===== config.mk =====
export PLATFORM = sky130hd
export DESIGN_NAME = run_detector
export DESIGN_NICKNAME = d
export VERILOG_FILES = /design/src/rtl/run_detector.sv
export SDC_FILE = /design/constraint.sdc
export NUM_CORES = 1
export LEC_CHECK = 0
export CORE_MARGIN = 5
export CORE_UTILIZATION = 39
export CTS_CLUSTER_SIZE = 14
export DETAILED_ROUTE_END_ITERATION = 10
export HOLD_SLACK_MARGIN = 0.06
export PLACE_DENSITY = 0.74
export SYNTH_ARGS = -nofsm -noshare
export SYNTH_HDL_FRONTEND = slang
export SYNTH_SLANG_ARGS = --single-unit

===== constraint.sdc =====
create_clock -name clk -period 3.2 [get_ports clk]
set_input_delay 0.48 -clock clk [delete_from_list [all_inputs] [get_ports clk]]
set_output_delay 0.48 -clock clk [all_outputs]
set_load 0.005 [all_outputs]

===== src/rtl/run_detector.sv =====
// run_detector: serial run-length detector.
// Counts consecutive qualified samples (en=1) whose value equals `target` and
// raises `hit` once the run reaches the threshold `len` (0 is treated as 1).
// mode=0: level/saturating, hit stays high while the run continues.
// mode=1: pulse/non-overlapping, one-cycle hit per completed run of L samples.
// Ports:
//   clk, rst        clock (rising edge), asynchronous active-high reset
//   clear           synchronous clear of state and counters
//   en, din         sample qualifier and serial sample
//   target, mode    bit value being counted, level(0)/pulse(1) select
//   len             run threshold
//   hit             detection flag (registered)
//   run_cnt         current run length (registered, saturating)
//   event_cnt       saturating count of detections
//   event_ovf       sticky: detection seen while event_cnt was all-ones
module run_detector #(
    parameter int unsigned LEN_W = 4,
    parameter int unsigned EVT_W = 8
) (
    input  logic             clk,
    input  logic             rst,
    input  logic             clear,
    input  logic             en,
    input  logic             din,
    input  logic             target,
    input  logic             mode,
    input  logic [LEN_W-1:0] len,
    output logic             hit,
    output logic [LEN_W-1:0] run_cnt,
    output logic [EVT_W-1:0] event_cnt,
    output logic             event_ovf
);

    localparam logic [LEN_W-1:0] RUN_MAX = '1;
    localparam logic [EVT_W-1:0] EVT_MAX = '1;

    typedef enum logic [1:0] {
        IDLE  = 2'd0,
        COUNT = 2'd1,
        MATCH = 2'd2
    } state_t;

    state_t           state;
    state_t           state_nxt;
    logic             hit_nxt;
    logic [LEN_W-1:0] run_nxt;
    logic [EVT_W-1:0] evt_nxt;
    logic             ovf_nxt;
    logic             det;
    logic [LEN_W-1:0] thr;
    logic [LEN_W-1:0] run_inc;

    // Effective threshold and saturating run increment.
    always_comb begin
        thr     = (len == '0) ? LEN_W'(1) : len;
        run_inc = (run_cnt == RUN_MAX) ? RUN_MAX : run_cnt + LEN_W'(1);
    end

    // State and output registers.
    always_ff @(posedge clk or posedge rst) begin
        if (rst) begin
            state     <= IDLE;
            hit       <= 1'b0;
            run_cnt   <= '0;
            event_cnt <= '0;
            event_ovf <= 1'b0;
        end else begin
            state     <= state_nxt;
            hit       <= hit_nxt;
            run_cnt   <= run_nxt;
            event_cnt <= evt_nxt;
            event_ovf <= ovf_nxt;
        end
    end

    // Next-state, next-output and event accounting.
    always_comb begin
        state_nxt = state;
        hit_nxt   = hit;
        run_nxt   = run_cnt;
        evt_nxt   = event_cnt;
        ovf_nxt   = event_ovf;
        det       = 1'b0;

        if (clear) begin
            state_nxt = IDLE;
            hit_nxt   = 1'b0;
            run_nxt   = '0;
            evt_nxt   = '0;
            ovf_nxt   = 1'b0;
        end else if (!en) begin
            // Pulse mode never holds hit across an idle cycle.
            if (mode) begin
                hit_nxt = 1'b0;
            end
        end else if (din != target) begin
            state_nxt = IDLE;
            hit_nxt   = 1'b0;
            run_nxt   = '0;
        end else if (mode) begin
            // A pending MATCH from level mode completes as a pulse.
            if (state == MATCH || run_inc >= thr) begin
                state_nxt = IDLE;
                hit_nxt   = 1'b1;
                run_nxt   = '0;
                det       = 1'b1;
            end else begin
                state_nxt = COUNT;
                hit_nxt   = 1'b0;
                run_nxt   = run_inc;
            end
        end else begin
            // MATCH is sticky against len changes while the run continues.
            if (state == MATCH) begin
                hit_nxt = 1'b1;
                run_nxt = run_inc;
            end else if (run_inc >= thr) begin
                state_nxt = MATCH;
                hit_nxt   = 1'b1;
                run_nxt   = run_inc;
                det       = 1'b1;
            end else begin
                state_nxt = COUNT;
                hit_nxt   = 1'b0;
                run_nxt   = run_inc;
            end
        end

        if (det) begin
            if (event_cnt == EVT_MAX) begin
                ovf_nxt = 1'b1;
            end else begin
                evt_nxt = event_cnt + EVT_W'(1);
            end
        end
    end

endmodule

==> flow_metrics.tcl, run 1 <==
set metrics [dict create \
    hold_path.class "flip-flop to flip-flop" \
    portBuffers 24 \
    wl_met2_microns 1116 \
    cpPeakStageDelay_ns 0.50 \
    synth_cell_type_count 32 \
    p_int_w 0.0002755 \
    hold_ws_ns 0.4702 \
    initial_utilization 0.4101 \
    leakage_nw 0.5498 \
    final_common_cell "clkdlybuf4s50_1" \
    post_cts_buffers 0 \
    crit_chain "clkdlybuf4s50_1 -> inv_1 -> a31o_2 -> ha_1 -> nor3b_1 -> o21ai_2 -> or4b_1 -> o21ai_0 -> o2bb2ai_1" \
    cts.sinks 16 \
    power_w 0.0003659 \
    power.switching_w 0.00009044 \
    die_y_microns 61.04 \
    met1_length_microns 1073 \
    worst_path_max_delay_cell "or4b_1" \
    routed_wl_microns 2313 \
    min_period_over_period 0.7599 \
    hold_viol 0 \
    dp_hpwl_microns 1821 \
    post-route-util 0.5313 \
    row_count 18 \
    end_kind "flip-flop" \
    htreeDepth 1 \
    cp_max_fo 6 \
    worst_pin_slew_ns 0.5982 \
    finalNetCount 152 \
    highest_layer "met4" \
    synth-seq-area-share 0.3941 \
    wl_met3_microns 99 \
    clk_latency_ns 0.28 \
    grt_pass1_vias 860 \
    cts_hold_buf 0 \
    cts_root_buffer "clkbuf_4" \
    drc 0 \
    cts_made_buffers 3 \
    die_area_sq_um 3726 \
    cts_tree "yes" \
    ctsResizeCount 0 \
    period_minus_slack_ns 2.432 \
    slew_violations 0 \
    area_growth_pct 29.56 \
    maxCapViolCount 0 \
    power.density_nw_per_um2 278.0 \
    gr-total-overflow 0 \
    swShare 0.2471 \
    wire_per_inst_microns 14.19 \
    synth_area_per_cell_sq_um 9.585 \
    syn_nets 123 \
    clkTransAtPathRegs_ns 0.09 \
    grt_max_degree 17 \
    grt_antenna_before_repair 0 \
    ant_nets 0 \
    power_frac_comb 0.149 \
    vdd_drop_max_uv 219.3 \
    layout-drive-gt1-share 0.1203 \
    clkPwrFrac 0.281 \
    cp-start-kind "input port" \
    synth_area_leaders "dfrtp_1 (39%), ha_1 (7.4%), nand3_1 (4.4%)" \
    critPathKind "input port to flip-flop" \
    synth_top_area_share 0.3941 \
    sequentialPowerShare 0.570 \
    synthesis.instances 106 \
    pin_count 25 \
    drt_iter0_drc 33 \
    core_area_sq_um 2477 \
    skew_ns 0.01259 \
    vias 926 \
    cp_data_required_time_ns 3.42 \
    routabilityCongestion 0.8551 \
    synth_area_sq_um 1016 \
    setup_viol 0 \
    placed_cell_area_sq_um 1294 \
    final_area_sq_um 1316 \
    ys_ff_latch 16 \
    arrival_ns 2.65 \
    yosys.area.top_type "dfrtp_1" \
    via_per_inst 5.681 \
    grt_pass1_wl_microns 3850 \
    clockBufferDepth 2 \
    grtUsageTotal 0.1382 \
    timing.setup.tns_ns 0 \
    n_antenna_cell 0 \
    final_cell_mix "clkdlybuf4s50_1 (24), dfrtp_1 (16), nand3_1 (9)" \
    rsz0062_at_grt "no" \
    clock.fmax_mhz 411.2 \
    synth_warnings 0 \
    status "completed" \
    die_w_microns 61.04 \
    relSlewSlack 0.6008 \
    first_pass_iters 4 \
]
worst paths after layout:
kind,start,end,slack (ns),depth (start not counted)
min reg2reg,state[1],state[0],0.47,1
max reg2reg,run_cnt[0],state[0],0.77,9
min in group asynchronous,rst,run_cnt[1],0.56,2
max,len[2],state[0],0.77,9
min,state[1],state[0],0.47,1
max in group asynchronous,rst,event_cnt[3],2.24,2
state kept, by name (all words and copies together) (netlist names):
signal	cells
state	2
event_cnt	8
event_ovf	1
run_cnt	4
hit	1
kinds of logic (layout without fill, tap and decap cells):
logic type / after synthesis / count (layout) / synth area share
adders and majority gates: 6 / 6 / 0.07389
xor gates and xnor gates: 1 / 1 / 0.008622
buffers and inverters: 6 / 33 / 0.02217
AOI/OAI and AO/OA: 28 / 28 / 0.2204
and+or+nand+nor: 48 / 48 / 0.2709
muxes: 1 / 1 / 0.009853
DFF: 16 / 16 / 0.3941
metrics by stage:
step | worst slack [ns] | std cells
after floorplan | 0.9335 | 106
after global placement | 0.5442 | 160
after detailed placement | 0.4589 | 160
after CTS | 0.7362 | 163
after global routing | 0.5847 | 163
final | 0.7683 | 163
critical path, delay by kind of cell:
| family | cells | cell delay (ns) |
|---|---|---|
| AND/OR/NAND/NOR | 2 | 0.73 |
| buffers and inverters | 2 | 0.52 |
| AO/OA/AOI/OAI | 4 | 0.63 |
| adder cells (fa/ha/maj) | 1 | 0.27 |
power by group through the flow:
stage | Sequential, W | Clock [W] | Combinational, W
after CTS | 0.000209 | 0.000105 | 0.0000554
after global placement | 0.000212 | 0 | 0.0000523
after floorplan | 0.000212 | 0 | 0.0000285
after global routing | 0.000209 | 0.000115 | 0.0000608
final | 0.000209 | 0.000103 | 0.0000546
after detailed placement | 0.000213 | 0 | 0.0000552
Yosys cell counts:
master / number
inv_1: 6
nor3b_4: 1
o211a_4: 1
nand2_2: 1
a21oi_1: 5
and3_1: 2
nor2_1: 6
or2_2: 4
and2_1: 1
mux2i_1: 1
ha_1: 6
nand2b_1: 4
nand4_1: 4
o211ai_1: 4
nor3_1: 2
dfrtp_1: 16
nor3b_1: 2
or4b_1: 1
o211ai_4: 1
o21ai_0: 6
xor2_1: 1
o2bb2ai_1: 1
nand3b_1: 1
a22o_1: 1
a32o_1: 3
or3_1: 2
and2b_1: 1
nand2_1: 7
o311ai_0: 1
a31o_2: 4
o21ai_2: 1
nand3_1: 9
layer usage:
metal | up-vias | GRT usage
met3 | 6 | 0.04403
met5 | - | 0
met2 | 21 | 0.2236
li1 | 457 | -
met4 | 0 | 0.03096
met1 | 442 | 0.1811
final cells by class:
type	count	area, sq um
timing repair buffer	24	240.2
clock buffer	3	22.52
sequential	16	400.4
tap	30	37.54
inverter	6	22.52
fill	248	1161
multi-input combinational	84	593.1
Note: power is estimated with default switching activity, not from simulation.
==> inputs of run 2 (changes only) <==
Settings changed: PLACE_DENSITY 0.74 to 0.76.
Clock period 3.2 ns to 2.04 ns, I/O delays scaled along.
==> run 2 against run 1 <==
Effect of this change: the run now ends with negative setup slack left; non-clock buffer count up 24; via count rose by 16%; count of clock-buffer cells in the layout rose by 1; design area is 31% higher; routed wire length is 29% higher; final cell count up 15%; clock skew down 0.0092 ns; largest cell class unchanged.
==> flow_metrics.tcl, run 2 (same netlist as run 1, synthesis figures left out) <==
set metrics [dict create \
    via_per_inst 5.702 \
    relSlewSlack 0.5953 \
    grt_max_degree 17 \
    r2r_start "run_cnt[1]" \
    power_w 0.0006883 \
    vdd_drop_max_uv 446.4 \
    regArea_sq_um 404.1 \
    cts_hold_buf 0 \
    status "finished with violations" \
    skew_ns 0.003349 \
    routed_wl_microns 2990 \
    clk_latency_ns 0.29 \
    cp_data_required_time_ns 2.27 \
    hold_viol 0 \
    arrival_ns 2.46 \
    maxCapViolCount 0 \
    grt_pass1_vias 1079 \
    row_count 18 \
    period_minus_slack_ns 2.235 \
    critPathKind "flip-flop to flip-flop" \
    final_common_cell "clkdlybuf4s50_1" \
    cp_max_fo 4 \
    grt_pass1_wl_microns 4850 \
    reg2reg_slack_ns -0.19 \
    final_cell_mix "clkdlybuf4s50_1 (24), buf_4 (21), dfrtp_1 (13)" \
    grtUsageTotal 0.1742 \
    multi_input_area_sq_um 787.0 \
    setup_viol 15 \
    wire_per_inst_microns 15.90 \
    setup_slack_ns -0.1948 \
    first_pass_iters 4 \
    htreeDepth 1 \
    violations "negative setup slack" \
    grtUsageMet3 0.01887 \
    vias 1072 \
    gr-total-overflow 0 \
    met1_usage 0.2345 \
    cts_root_buffer "clkbuf_4" \
    cts_tree "yes" \
    die_area_sq_um 3726 \
    dpl_worst_slack_ns -0.5080 \
    top_usage_layer "met2" \
    cts.sinks 16 \
    r2r_end "state[0]" \
    worst_pin_slew_ns 0.6063 \
    core_area_sq_um 2477 \
    dp_hpwl_microns 2154 \
    hold_path.class "input port to asynchronous set/reset pin" \
    n_antenna_cell 0 \
    power.density_nw_per_um2 400.4 \
    ant_nets 0 \
    largest_register "event_cnt" \
    min_period_over_period 1.095 \
    fillCellCount 188 \
    initial_utilization 0.4101 \
    drt_iter0_drc 29 \
    finalNetCount 176 \
    worst-r2r-cell-count 8 \
    use_met2 0.2840 \
    area_growth_pct 69.21 \
    clkTransAtPathRegs_ns 0.10 \
    portBuffers 24 \
    slew_violations 0 \
    drc 0 \
    post-route-util 0.6939 \
    pin_count 25 \
    clockBufferDepth 2 \
    rsz0062_at_grt "yes" \
    cp-start-kind "flip-flop" \
    die_w_microns 61.04 \
    cts_made_buffers 3 \
    layout-drive-gt1-share 0.4304 \
    end_kind "flip-flop" \
    clock.fmax_mhz 447.5 \
    routabilityCongestion 0.8890 \
    grt_antenna_before_repair 0 \
    reg_top3 "event_cnt x8, run_cnt x4, state x2" \
    die_y_microns 61.04 \
    largest_reg_flops 8 \
    leakage_nw 0.7048 \
]
-- run 2: worst max path at each step --
stage | start | end | slack (ns) | cells after the start
2_1_floorplan | run_cnt[0] | state[0] | -0.12 | 9
3_3_place_gp | len[2] | state[0] | -0.38 | 9
3_5_place_dp | len[2] | state[0] | -0.51 | 9
4_1_cts | run_cnt[1] | state[0] | -0.19 | 9
5_1_grt | run_cnt[0] | event_cnt[7] | -0.29 | 10
6_report | run_cnt[1] | state[0] | -0.19 | 8
-- run 2: layer usage --
metal	vias up	part of all wire
met4	0	0.019
met2	32	0.52
met3	7	0.040
met5	-	0
li1	511	-
met1	522	0.42
-- run 2: repair_timing --
action                     in CTS  in global routing
buffers inserted                2                  5
cloned                          0                  0
resized for setup              15                  9
setup endpoints to repair      14                 14
pin swaps                      12                 10
-- run 2: final cells by class --
| type | instances | area share |
|---|---|---|
| Multi-Input combinational cell | 84 | 0.4578 |
| Timing Repair Buffer | 48 | 0.2511 |
| Sequential cell | 16 | 0.2351 |
| Tap cell | 30 | 0.02183 |
| Clock buffer | 4 | 0.02111 |
| Inverter | 6 | 0.01310 |
-- run 2: where the power goes --
part,internal (W),total (W),switching [W]
Sequential,0.000323,0.000329,0.00000659
Clock,0.000109,0.000219,0.000110
Combinational,0.0000791,0.000141,0.0000615
-- run 2: metrics by stage --
stage | instances | hold slack [ns] | cell area, sq um | TNS, ns
6_report | 188 | 0.3810 | 1719 | -1.886
3_5_place_dp | 178 | 0.4913 | 1524 | -4.771
2_1_floorplan | 106 | 0.2197 | 1111 | -0.3006
3_3_place_gp | 178 | 0.4424 | 1524 | -3.483
4_1_cts | 184 | 0.3943 | 1653 | -1.428
5_1_grt | 188 | 0.4341 | 1719 | -3.449
-- run 2: critical path, cell delays in order, from the launching register on --
cell,delay (ns)
dfrtp_2,0.46
ha_4,0.24
nand2b_4,0.15
ha_4,0.20
o211ai_1,0.26
o21ai_4,0.13
or4b_4,0.52
o21ai_2,0.10
o2bb2ai_2,0.12
